## config.mk

```make
export PLATFORM = sky130hd
export DESIGN_NAME = id_stage_p_flat
export DESIGN_NICKNAME = d
export VERILOG_FILES = /design/src/rtl/id_stage_p_if.sv /design/src/rtl/id_stage_p.sv /design/src/flat_wrapper.sv
export SDC_FILE = /design/constraint.sdc
export NUM_CORES = 2
export LEC_CHECK = 0
export CORE_ASPECT_RATIO = 1.4
export CORE_MARGIN = 2
export CORE_UTILIZATION = 40
export CTS_BUF_LIST = sky130_fd_sc_hd__clkbuf_2
export DETAILED_ROUTE_END_ITERATION = 10
export REMOVE_ABC_BUFFERS = 1
export SYNTH_ARGS = -nofsm -noshare
export SYNTH_HDL_FRONTEND = slang
export SYNTH_SLANG_ARGS = --single-unit
```

## constraint.sdc

```tcl
create_clock -name CLK -period 3.55 [get_ports CLK]
set_input_delay 0.5325 -clock CLK [delete_from_list [all_inputs] [get_ports CLK]]
set_output_delay 0.5325 -clock CLK [all_outputs]
set_load 0.005 [all_outputs]
```

## src/rtl/id_stage_p_if.sv

```systemverilog
// id_stage_p_if: IF/ID inputs, WB write port and ID/EX outputs of
// the decode stage; master drives the pipeline, slave is the stage.
interface id_stage_p_if #(
  parameter int DATA_W = 32,
  parameter int REG_AW = 5
);
  logic              if_valid;
  logic [31:0]       instruction_in;
  logic [DATA_W-1:0] npc_in;
  logic              flush;
  logic              ex_stall;
  logic              wb_we;
  logic [REG_AW-1:0] wb_addr;
  logic [DATA_W-1:0] wb_data;
  logic              pc_write;
  logic              ifid_write;
  logic              ex_valid;
  logic              ex_branch_eq;
  logic              ex_branch_ne;
  logic              ex_jump;
  logic              ex_alusrc;
  logic              ex_memread;
  logic              ex_memwrite;
  logic              ex_regwrite;
  logic              ex_regdst;
  logic              ex_memtoreg;
  logic [2:0]        ex_aluop;
  logic              ex_illegal;
  logic [DATA_W-1:0] ex_npc;
  logic [DATA_W-1:0] ex_rs_data;
  logic [DATA_W-1:0] ex_rt_data;
  logic [DATA_W-1:0] ex_imm;
  logic [REG_AW-1:0] ex_rs;
  logic [REG_AW-1:0] ex_rt;
  logic [REG_AW-1:0] ex_rd;
  logic [25:0]       ex_jtarget;
`ifdef ID_PERF_CNT_EN
  logic [31:0]       hazard_cnt;
  logic [31:0]       flush_cnt;
`endif

  modport master (
    output if_valid, instruction_in, npc_in,
    output flush, ex_stall,
    output wb_we, wb_addr, wb_data,
    input  pc_write, ifid_write, ex_valid,
    input  ex_branch_eq, ex_branch_ne, ex_jump,
    input  ex_alusrc, ex_memread, ex_memwrite,
    input  ex_regwrite, ex_regdst, ex_memtoreg,
    input  ex_aluop, ex_illegal, ex_npc,
    input  ex_rs_data, ex_rt_data, ex_imm,
    input  ex_rs, ex_rt, ex_rd, ex_jtarget
`ifdef ID_PERF_CNT_EN
    ,
    input  hazard_cnt, flush_cnt
`endif
  );

  modport slave (
    input  if_valid, instruction_in, npc_in,
    input  flush, ex_stall,
    input  wb_we, wb_addr, wb_data,
    output pc_write, ifid_write, ex_valid,
    output ex_branch_eq, ex_branch_ne, ex_jump,
    output ex_alusrc, ex_memread, ex_memwrite,
    output ex_regwrite, ex_regdst, ex_memtoreg,
    output ex_aluop, ex_illegal, ex_npc,
    output ex_rs_data, ex_rt_data, ex_imm,
    output ex_rs, ex_rt, ex_rd, ex_jtarget
`ifdef ID_PERF_CNT_EN
    ,
    output hazard_cnt, flush_cnt
`endif
  );
endinterface

```

## src/rtl/id_stage_p.sv

```systemverilog
// id_stage_p: MIPS decode stage - regfile with WB bypass, decoder,
// immediate extension, load-use detect, ID/EX register.
// Ports: CLK, RST (sync, active-high), bus (id_stage_p_if.slave).
// Optional ID_PERF_CNT_EN: hazard_cnt / flush_cnt on the bus.
module id_stage_p #(
  parameter int DATA_W = 32,
  parameter int REG_AW = 5
) (
  input logic         CLK,
  input logic         RST,
  id_stage_p_if.slave bus
);
  localparam int NREGS = 2 ** REG_AW;

  typedef struct packed {
    logic       branch_eq;
    logic       branch_ne;
    logic       jump;
    logic       alusrc;
    logic       memread;
    logic       memwrite;
    logic       regwrite;
    logic       regdst;
    logic       memtoreg;
    logic [2:0] aluop;
    logic       illegal;
  } ctrl_t;

  typedef struct packed {
    logic              valid;
    ctrl_t             c;
    logic [DATA_W-1:0] npc;
    logic [DATA_W-1:0] rs_data;
    logic [DATA_W-1:0] rt_data;
    logic [DATA_W-1:0] imm;
    logic [REG_AW-1:0] rs;
    logic [REG_AW-1:0] rt;
    logic [REG_AW-1:0] rd;
    logic [25:0]       jtarget;
  } id_ex_t;

  logic [DATA_W-1:0] rf [NREGS];
  logic [5:0]        op;
  logic [REG_AW-1:0] rs, rt, rd;
  logic [15:0]       imm16;
  logic [DATA_W-1:0] rs_val, rt_val;
  logic [DATA_W-1:0] imm_ext;
  logic is_r, is_lw, is_sw, is_beq, is_bne;
  logic is_addi, is_andi, is_ori, is_j;
  logic reads_rt, hazard, adv;
  ctrl_t  dec;
  id_ex_t d, q;

  assign op    = bus.instruction_in[31:26];
  assign rs    = bus.instruction_in[21 +: REG_AW];
  assign rt    = bus.instruction_in[16 +: REG_AW];
  assign rd    = bus.instruction_in[11 +: REG_AW];
  assign imm16 = bus.instruction_in[15:0];

  assign is_r    = op == 6'b000000;
  assign is_lw   = op == 6'b100011;
  assign is_sw   = op == 6'b101011;
  assign is_beq  = op == 6'b000100;
  assign is_bne  = op == 6'b000101;
  assign is_addi = op == 6'b001000;
  assign is_andi = op == 6'b001100;
  assign is_ori  = op == 6'b001101;
  assign is_j    = op == 6'b000010;

  assign reads_rt = is_r | is_sw | is_beq | is_bne;

  // WB write lands this edge, so reads see it through the bypass
  assign rs_val =
    (rs == '0) ? '0 :
    (bus.wb_we && bus.wb_addr == rs) ? bus.wb_data :
    rf[rs];
  assign rt_val =
    (rt == '0) ? '0 :
    (bus.wb_we && bus.wb_addr == rt) ? bus.wb_data :
    rf[rt];

  assign imm_ext = (is_andi | is_ori) ?
    DATA_W'(imm16) : DATA_W'($signed(imm16));

  always_comb begin
    dec = '0;
    unique case (1'b1)
      is_r: begin
        dec.regdst   = 1'b1;
        dec.regwrite = 1'b1;
        dec.aluop    = 3'b010;
      end
      is_lw: begin
        dec.alusrc   = 1'b1;
        dec.memread  = 1'b1;
        dec.memtoreg = 1'b1;
        dec.regwrite = 1'b1;
      end
      is_sw: begin
        dec.alusrc   = 1'b1;
        dec.memwrite = 1'b1;
      end
      is_beq: begin
        dec.branch_eq = 1'b1;
        dec.aluop     = 3'b001;
      end
      is_bne: begin
        dec.branch_ne = 1'b1;
        dec.aluop     = 3'b001;
      end
      is_addi: begin
        dec.alusrc   = 1'b1;
        dec.regwrite = 1'b1;
      end
      is_andi: begin
        dec.alusrc   = 1'b1;
        dec.regwrite = 1'b1;
        dec.aluop    = 3'b011;
      end
      is_ori: begin
        dec.alusrc   = 1'b1;
        dec.regwrite = 1'b1;
        dec.aluop    = 3'b100;
      end
      is_j:    dec.jump    = 1'b1;
      default: dec.illegal = 1'b1;
    endcase
  end

  // lw in EX whose destination is read here
  assign hazard = bus.if_valid && q.valid &&
    q.c.memread && q.rt != '0 &&
    (q.rt == rs || (reads_rt && q.rt == rt));

  always_comb begin
    d   = q;
    adv = 1'b1;
    if (bus.flush) begin
      d = '0;
    end else if (bus.ex_stall) begin
      adv = 1'b0;
    end else if (hazard) begin
      d   = '0;
      adv = 1'b0;
    end else begin
      d.valid   = bus.if_valid;
      d.c       = bus.if_valid ? dec : '0;
      d.npc     = bus.npc_in;
      d.rs_data = rs_val;
      d.rt_data = rt_val;
      d.imm     = imm_ext;
      d.rs      = rs;
      d.rt      = rt;
      d.rd      = rd;
      d.jtarget = bus.instruction_in[25:0];
    end
  end

  always_ff @(posedge CLK) begin
    if (RST) q <= '0;
    else     q <= d;
  end

  always_ff @(posedge CLK) begin
    if (RST) begin
      for (int i = 0; i < NREGS; i++) rf[i] <= '0;
    end else if (bus.wb_we && bus.wb_addr != '0) begin
      rf[bus.wb_addr] <= bus.wb_data;
    end
  end

  assign bus.pc_write     = RST | adv;
  assign bus.ifid_write   = RST | adv;
  assign bus.ex_valid     = q.valid;
  assign bus.ex_branch_eq = q.c.branch_eq;
  assign bus.ex_branch_ne = q.c.branch_ne;
  assign bus.ex_jump      = q.c.jump;
  assign bus.ex_alusrc    = q.c.alusrc;
  assign bus.ex_memread   = q.c.memread;
  assign bus.ex_memwrite  = q.c.memwrite;
  assign bus.ex_regwrite  = q.c.regwrite;
  assign bus.ex_regdst    = q.c.regdst;
  assign bus.ex_memtoreg  = q.c.memtoreg;
  assign bus.ex_aluop     = q.c.aluop;
  assign bus.ex_illegal   = q.c.illegal;
  assign bus.ex_npc       = q.npc;
  assign bus.ex_rs_data   = q.rs_data;
  assign bus.ex_rt_data   = q.rt_data;
  assign bus.ex_imm       = q.imm;
  assign bus.ex_rs        = q.rs;
  assign bus.ex_rt        = q.rt;
  assign bus.ex_rd        = q.rd;
  assign bus.ex_jtarget   = q.jtarget;

`ifdef ID_PERF_CNT_EN
  logic [31:0] hz_cnt, fl_cnt;
  logic        hz_win;

  assign hz_win = !bus.flush && !bus.ex_stall && hazard;

  always_ff @(posedge CLK) begin
    if (RST) begin
      hz_cnt <= '0;
      fl_cnt <= '0;
    end else begin
      if (bus.flush && fl_cnt != '1)
        fl_cnt <= fl_cnt + 32'd1;
      if (hz_win && hz_cnt != '1)
        hz_cnt <= hz_cnt + 32'd1;
    end
  end

  assign bus.hazard_cnt = hz_cnt;
  assign bus.flush_cnt  = fl_cnt;
`endif
endmodule

```

## src/flat_wrapper.sv

```systemverilog
// flat-port wrapper written by rule: the top's interface ports become plain ports
module id_stage_p_flat 
#(
  parameter int DATA_W = 32,
  parameter int REG_AW = 5
)
  (CLK, RST, bus_if_valid, bus_instruction_in, bus_npc_in, bus_flush, bus_ex_stall, bus_wb_we, bus_wb_addr, bus_wb_data, bus_pc_write, bus_ifid_write, bus_ex_valid, bus_ex_branch_eq, bus_ex_branch_ne, bus_ex_jump, bus_ex_alusrc, bus_ex_memread, bus_ex_memwrite, bus_ex_regwrite, bus_ex_regdst, bus_ex_memtoreg, bus_ex_aluop, bus_ex_illegal, bus_ex_npc, bus_ex_rs_data, bus_ex_rt_data, bus_ex_imm, bus_ex_rs, bus_ex_rt, bus_ex_rd, bus_ex_jtarget);
  id_stage_p_if #(.DATA_W(DATA_W), .REG_AW(REG_AW)) bus_i ();
  input logic CLK;
  input logic RST;
  input wire logic [$bits(bus_i.if_valid)-1:0] bus_if_valid;
  input wire logic [$bits(bus_i.instruction_in)-1:0] bus_instruction_in;
  input wire logic [$bits(bus_i.npc_in)-1:0] bus_npc_in;
  input wire logic [$bits(bus_i.flush)-1:0] bus_flush;
  input wire logic [$bits(bus_i.ex_stall)-1:0] bus_ex_stall;
  input wire logic [$bits(bus_i.wb_we)-1:0] bus_wb_we;
  input wire logic [$bits(bus_i.wb_addr)-1:0] bus_wb_addr;
  input wire logic [$bits(bus_i.wb_data)-1:0] bus_wb_data;
  output wire logic [$bits(bus_i.pc_write)-1:0] bus_pc_write;
  output wire logic [$bits(bus_i.ifid_write)-1:0] bus_ifid_write;
  output wire logic [$bits(bus_i.ex_valid)-1:0] bus_ex_valid;
  output wire logic [$bits(bus_i.ex_branch_eq)-1:0] bus_ex_branch_eq;
  output wire logic [$bits(bus_i.ex_branch_ne)-1:0] bus_ex_branch_ne;
  output wire logic [$bits(bus_i.ex_jump)-1:0] bus_ex_jump;
  output wire logic [$bits(bus_i.ex_alusrc)-1:0] bus_ex_alusrc;
  output wire logic [$bits(bus_i.ex_memread)-1:0] bus_ex_memread;
  output wire logic [$bits(bus_i.ex_memwrite)-1:0] bus_ex_memwrite;
  output wire logic [$bits(bus_i.ex_regwrite)-1:0] bus_ex_regwrite;
  output wire logic [$bits(bus_i.ex_regdst)-1:0] bus_ex_regdst;
  output wire logic [$bits(bus_i.ex_memtoreg)-1:0] bus_ex_memtoreg;
  output wire logic [$bits(bus_i.ex_aluop)-1:0] bus_ex_aluop;
  output wire logic [$bits(bus_i.ex_illegal)-1:0] bus_ex_illegal;
  output wire logic [$bits(bus_i.ex_npc)-1:0] bus_ex_npc;
  output wire logic [$bits(bus_i.ex_rs_data)-1:0] bus_ex_rs_data;
  output wire logic [$bits(bus_i.ex_rt_data)-1:0] bus_ex_rt_data;
  output wire logic [$bits(bus_i.ex_imm)-1:0] bus_ex_imm;
  output wire logic [$bits(bus_i.ex_rs)-1:0] bus_ex_rs;
  output wire logic [$bits(bus_i.ex_rt)-1:0] bus_ex_rt;
  output wire logic [$bits(bus_i.ex_rd)-1:0] bus_ex_rd;
  output wire logic [$bits(bus_i.ex_jtarget)-1:0] bus_ex_jtarget;
  assign bus_i.if_valid = bus_if_valid;
  assign bus_i.instruction_in = bus_instruction_in;
  assign bus_i.npc_in = bus_npc_in;
  assign bus_i.flush = bus_flush;
  assign bus_i.ex_stall = bus_ex_stall;
  assign bus_i.wb_we = bus_wb_we;
  assign bus_i.wb_addr = bus_wb_addr;
  assign bus_i.wb_data = bus_wb_data;
  assign bus_pc_write = bus_i.pc_write;
  assign bus_ifid_write = bus_i.ifid_write;
  assign bus_ex_valid = bus_i.ex_valid;
  assign bus_ex_branch_eq = bus_i.ex_branch_eq;
  assign bus_ex_branch_ne = bus_i.ex_branch_ne;
  assign bus_ex_jump = bus_i.ex_jump;
  assign bus_ex_alusrc = bus_i.ex_alusrc;
  assign bus_ex_memread = bus_i.ex_memread;
  assign bus_ex_memwrite = bus_i.ex_memwrite;
  assign bus_ex_regwrite = bus_i.ex_regwrite;
  assign bus_ex_regdst = bus_i.ex_regdst;
  assign bus_ex_memtoreg = bus_i.ex_memtoreg;
  assign bus_ex_aluop = bus_i.ex_aluop;
  assign bus_ex_illegal = bus_i.ex_illegal;
  assign bus_ex_npc = bus_i.ex_npc;
  assign bus_ex_rs_data = bus_i.ex_rs_data;
  assign bus_ex_rt_data = bus_i.ex_rt_data;
  assign bus_ex_imm = bus_i.ex_imm;
  assign bus_ex_rs = bus_i.ex_rs;
  assign bus_ex_rt = bus_i.ex_rt;
  assign bus_ex_rd = bus_i.ex_rd;
  assign bus_ex_jtarget = bus_i.ex_jtarget;
  id_stage_p #(.DATA_W(DATA_W), .REG_AW(REG_AW)) u_core (.CLK(CLK), .RST(RST), .bus(bus_i));
endmodule
```

==> out/qor.csv <==
metric,value,unit
gr-total-overflow,0,
post-route-period-util,104,%
timing.rr.start,u_core.bus.ex_jtarget[18],
rows,167,
yosys_warnings,0,
clk_pin_slew_worst_paths,100,ps
syn_area,59800,µm²
relSlewSlack,17.6,%
intPower,0.0209,W
slew_violations,0,
place_hpwl,140000,µm
firstDrtPassIters,5,
status,finished with violations,
post-place-ws,313,ps
wirelength,232000,µm
die_h,462,µm
antenna_left,0,
cp_max_fo,9,
cts_buffer_depth,4,
place_area,65900,µm²
combPwrFrac,13.9,%
postSynth.asyncResetShare,0,%
gp_congestion,0.905,
violations,negative setup slack,
die-width,331,µm
grt_max_degree,77,
p_leak,25.0,nW
die_area,153000,µm²
synth-adder-area-share,0,%
clock_sinks,1160,
vdd_drop_max,0.000291,V
synth_simple_gate_area_share,12.9,%
drive_gt1_share,24.7,%
finalClockSkew,161,ps
drcViolationCount,0,
setup_violations,2,
seq_power_share,54.4,%
cp_data_required_time,3020,ps
grt_pass1_wl,318000,µm
rsz0062_at_grt,yes,
clk_latency,1750,ps
start_util,40.4,%
power_density,416,nW/µm²
fin_nets,4913,
syn-instance-count,4266,
cts_tree,yes,
maxCapViolCount,0,
drtIter0Drc,4631,
io_buffers,291,
power_switching,0.00837,W
worstSetupStartpointType,input port,
synth.area.mux_share,18.7,%
critical_path_class,in2out,
swShare,28.6,%
cts_made_buffers,301,
hold_viol,0,
synth-compound-area-share,7.96,%
hp-class,in2reg,
synth_top_family_by_area,multiplexers,
wl_per_cell,33.4,µm
synth_cell_type_count,51,
num_vias,42820,
core_area,148000,µm²
finalInstanceArea,70400,µm²
clockRootBuffer,clkbuf_2,
io_pins,292,
grt_use_total,30.1,%
pwr-share-clk,31.7,%
syn_area_per_cell,14.0,µm²
syn2layout_area_growth,17.6,%
crit_start,bus_instruction_in[26],
antenna_found_initial,14,
synth_top_flop_cell,edfxtp_1,
endpoint_kind,output pin,
vias_per_cell,6.15,
htreeDepth,5,
min_period,3680,ps
crit_arrival,3150,ps
synth_seq_cells,1160,
grt_pass1_vias,43374,
fmax,271,MHz
synth-xor-area-share,0.307,%
worst_pin_slew,1230,ps
nFillCells,12896,
ys_seq_area_share,55.9,%
setup_ws,-134,ps
hold_start,bus_wb_data[7],
synth_enable_flop_cells,1024,
==> through the flow <==
step | total power [W] | hold WS [ps] | utilization, % | std cells | setup TNS [ps]
final | 0.0293 | 189 | 47.5 | 6959 | -268
after global routing | 0.0303 | 115 | 47.5 | 6955 | -460
after CTS | 0.0293 | 0.418 | 47.5 | 6946 | -456
after global placement | 0.0200 | 451 | 44.5 | 6263 | 0
after detailed placement | 0.0200 | 455 | 44.5 | 6263 | 0
after floorplan | 0.0178 | 460 | - | 3787 | 0
==> power by group through the flow <==
stage / Combinational [W] / Clock [W] / Sequential, W
global placement: 0.00382 / 0 / 0.0162
global route: 0.00418 / 0.0101 / 0.0160
detailed placement: 0.00384 / 0 / 0.0162
CTS: 0.00400 / 0.00946 / 0.0159
floorplan: 0.00174 / 0 / 0.0161
finish: 0.00406 / 0.00929 / 0.0159
==> Yosys cell counts, types with 17 or more instances <==
master	number	area, µm²
dfxtp_1	136	2720
nand2_1	78	293
mux4_2	384	8650
a22o_1	64	561
o22ai_1	65	407
clkbuf_1	314	1180
and2_1	997	6240
nor2_1	54	203
a22oi_1	180	1350
xor2_1	17	149
a21oi_1	128	641
mux2i_1	256	2560
nand3b_1	58	435
or2_2	32	200
a22oi_2	20	250
buf_4	101	758
o21ai_1	34	170
buf_2	77	385
edfxtp_1	1024	30700
o221ai_1	64	561
a211oi_1	64	480
o21ai_2	27	236
==> worst paths after layout <==
kind / endpoint / slack (ps) / cells past startpoint
setup / recovery: bus_pc_write / -130 / 8
hold / removal: u_core.bus.ex_rs_data[7] / 190 / 3
setup reg to reg: u_core.bus.ex_memwrite / 390 / 10
hold reg to reg: u_core.bus.ex_npc[22] / 470 / 2
==> state kept, by name, summed over array words and instances (netlist names) <==
register,flops
u_core.bus.ex_valid,1
u_core.bus.ex_regdst,1
u_core.bus.ex_aluop,3
u_core.bus.ex_regwrite,1
u_core.bus.ex_branch_eq,1
u_core.bus.ex_jump,1
u_core.bus.ex_memwrite,1
u_core.bus.ex_imm,1
u_core.bus.ex_memtoreg,1
u_core.bus.ex_rs_data,32
u_core.bus.ex_illegal,1
u_core.bus.ex_rt_data,32
u_core.rf,1024
u_core.bus.ex_npc,32
u_core.bus.ex_branch_ne,1
u_core.bus.ex_jtarget,25
u_core.bus.ex_alusrc,1
u_core.bus.ex_rs,1
==> final cells by class <==
type | instances | area [µm²] | share of cell area [%]
antenna | 11 | 27.5 | 0.0391
clock buffer | 423 | 2120 | 3.01
clock inverter | 79 | 473 | 0.672
multi-input combinational | 2627 | 24400 | 34.7
sequential | 1160 | 33500 | 47.6
tap | 1943 | 2430 | 3.46
timing repair buffer | 716 | 7430 | 10.6
==> layout by cell type, fill, tap and decap left out, drive strengths merged, types with 4 or more instances in the layout <==
cell	instances
nor2b	9
a22oi	200
or3	4
xor2	17
o221ai	64
nor3	9
a21oi	128
o21ai	64
dfxtp	136
clkinv	69
nand3b	58
and2	997
a22o	64
mux4	384
o22ai	65
clkbuf	424
xnor2	4
nand3	7
nand2	79
or2	34
buf	258
nor2	55
nand2b	7
mux2i	256
a211oi	64
nor4	8
inv	4
clkdlybuf4s50	277
bufinv	6
dlygate4sd3	177
conb	32
edfxtp	1024
diode	11
==> repair_timing <==
item / 4_1_cts / 5_1_grt
gates cloned: 0 / 0
endpoints found under the hold margin: 616 / 0
setup buffers: 3 / 2
pin swaps: 5 / 2
setup endpoints to repair: 25 / 5
gates resized for setup: 29 / 2
hold buffers: 178 / 0
==> cells by family (layout without fill, tap and decap cells) <==
logic type	Yosys count	in the layout
muxes	640	640
other	1	43
AOI/OAI and AO/OA	659	659
xor gates and xnor gates	21	21
and+or+nand+nor	1275	1275
DFF	1160	1160
buffers and inverters	510	1218
==> routing by layer <==
| layer | track usage [%] | routed length [µm] |
|---|---|---|
| met1 | 34.4 | 80000 |
| met2 | 50.2 | 113000 |
| met3 | 7.33 | 22800 |
| met4 | 19.3 | 16000 |
| met5 | 0 | 35 |
==> critical path, cell delays in order <==
cell and delay, ps:
dlygate4sd3_1 530, clkdlybuf4s50_1 660, nand2_1 90, dlygate4sd3_1 580
nor3_1 240, o2111a_2 290, o31ai_4 70, buf_2 150
No activity file was read; power rests on OpenSTA's default activity.
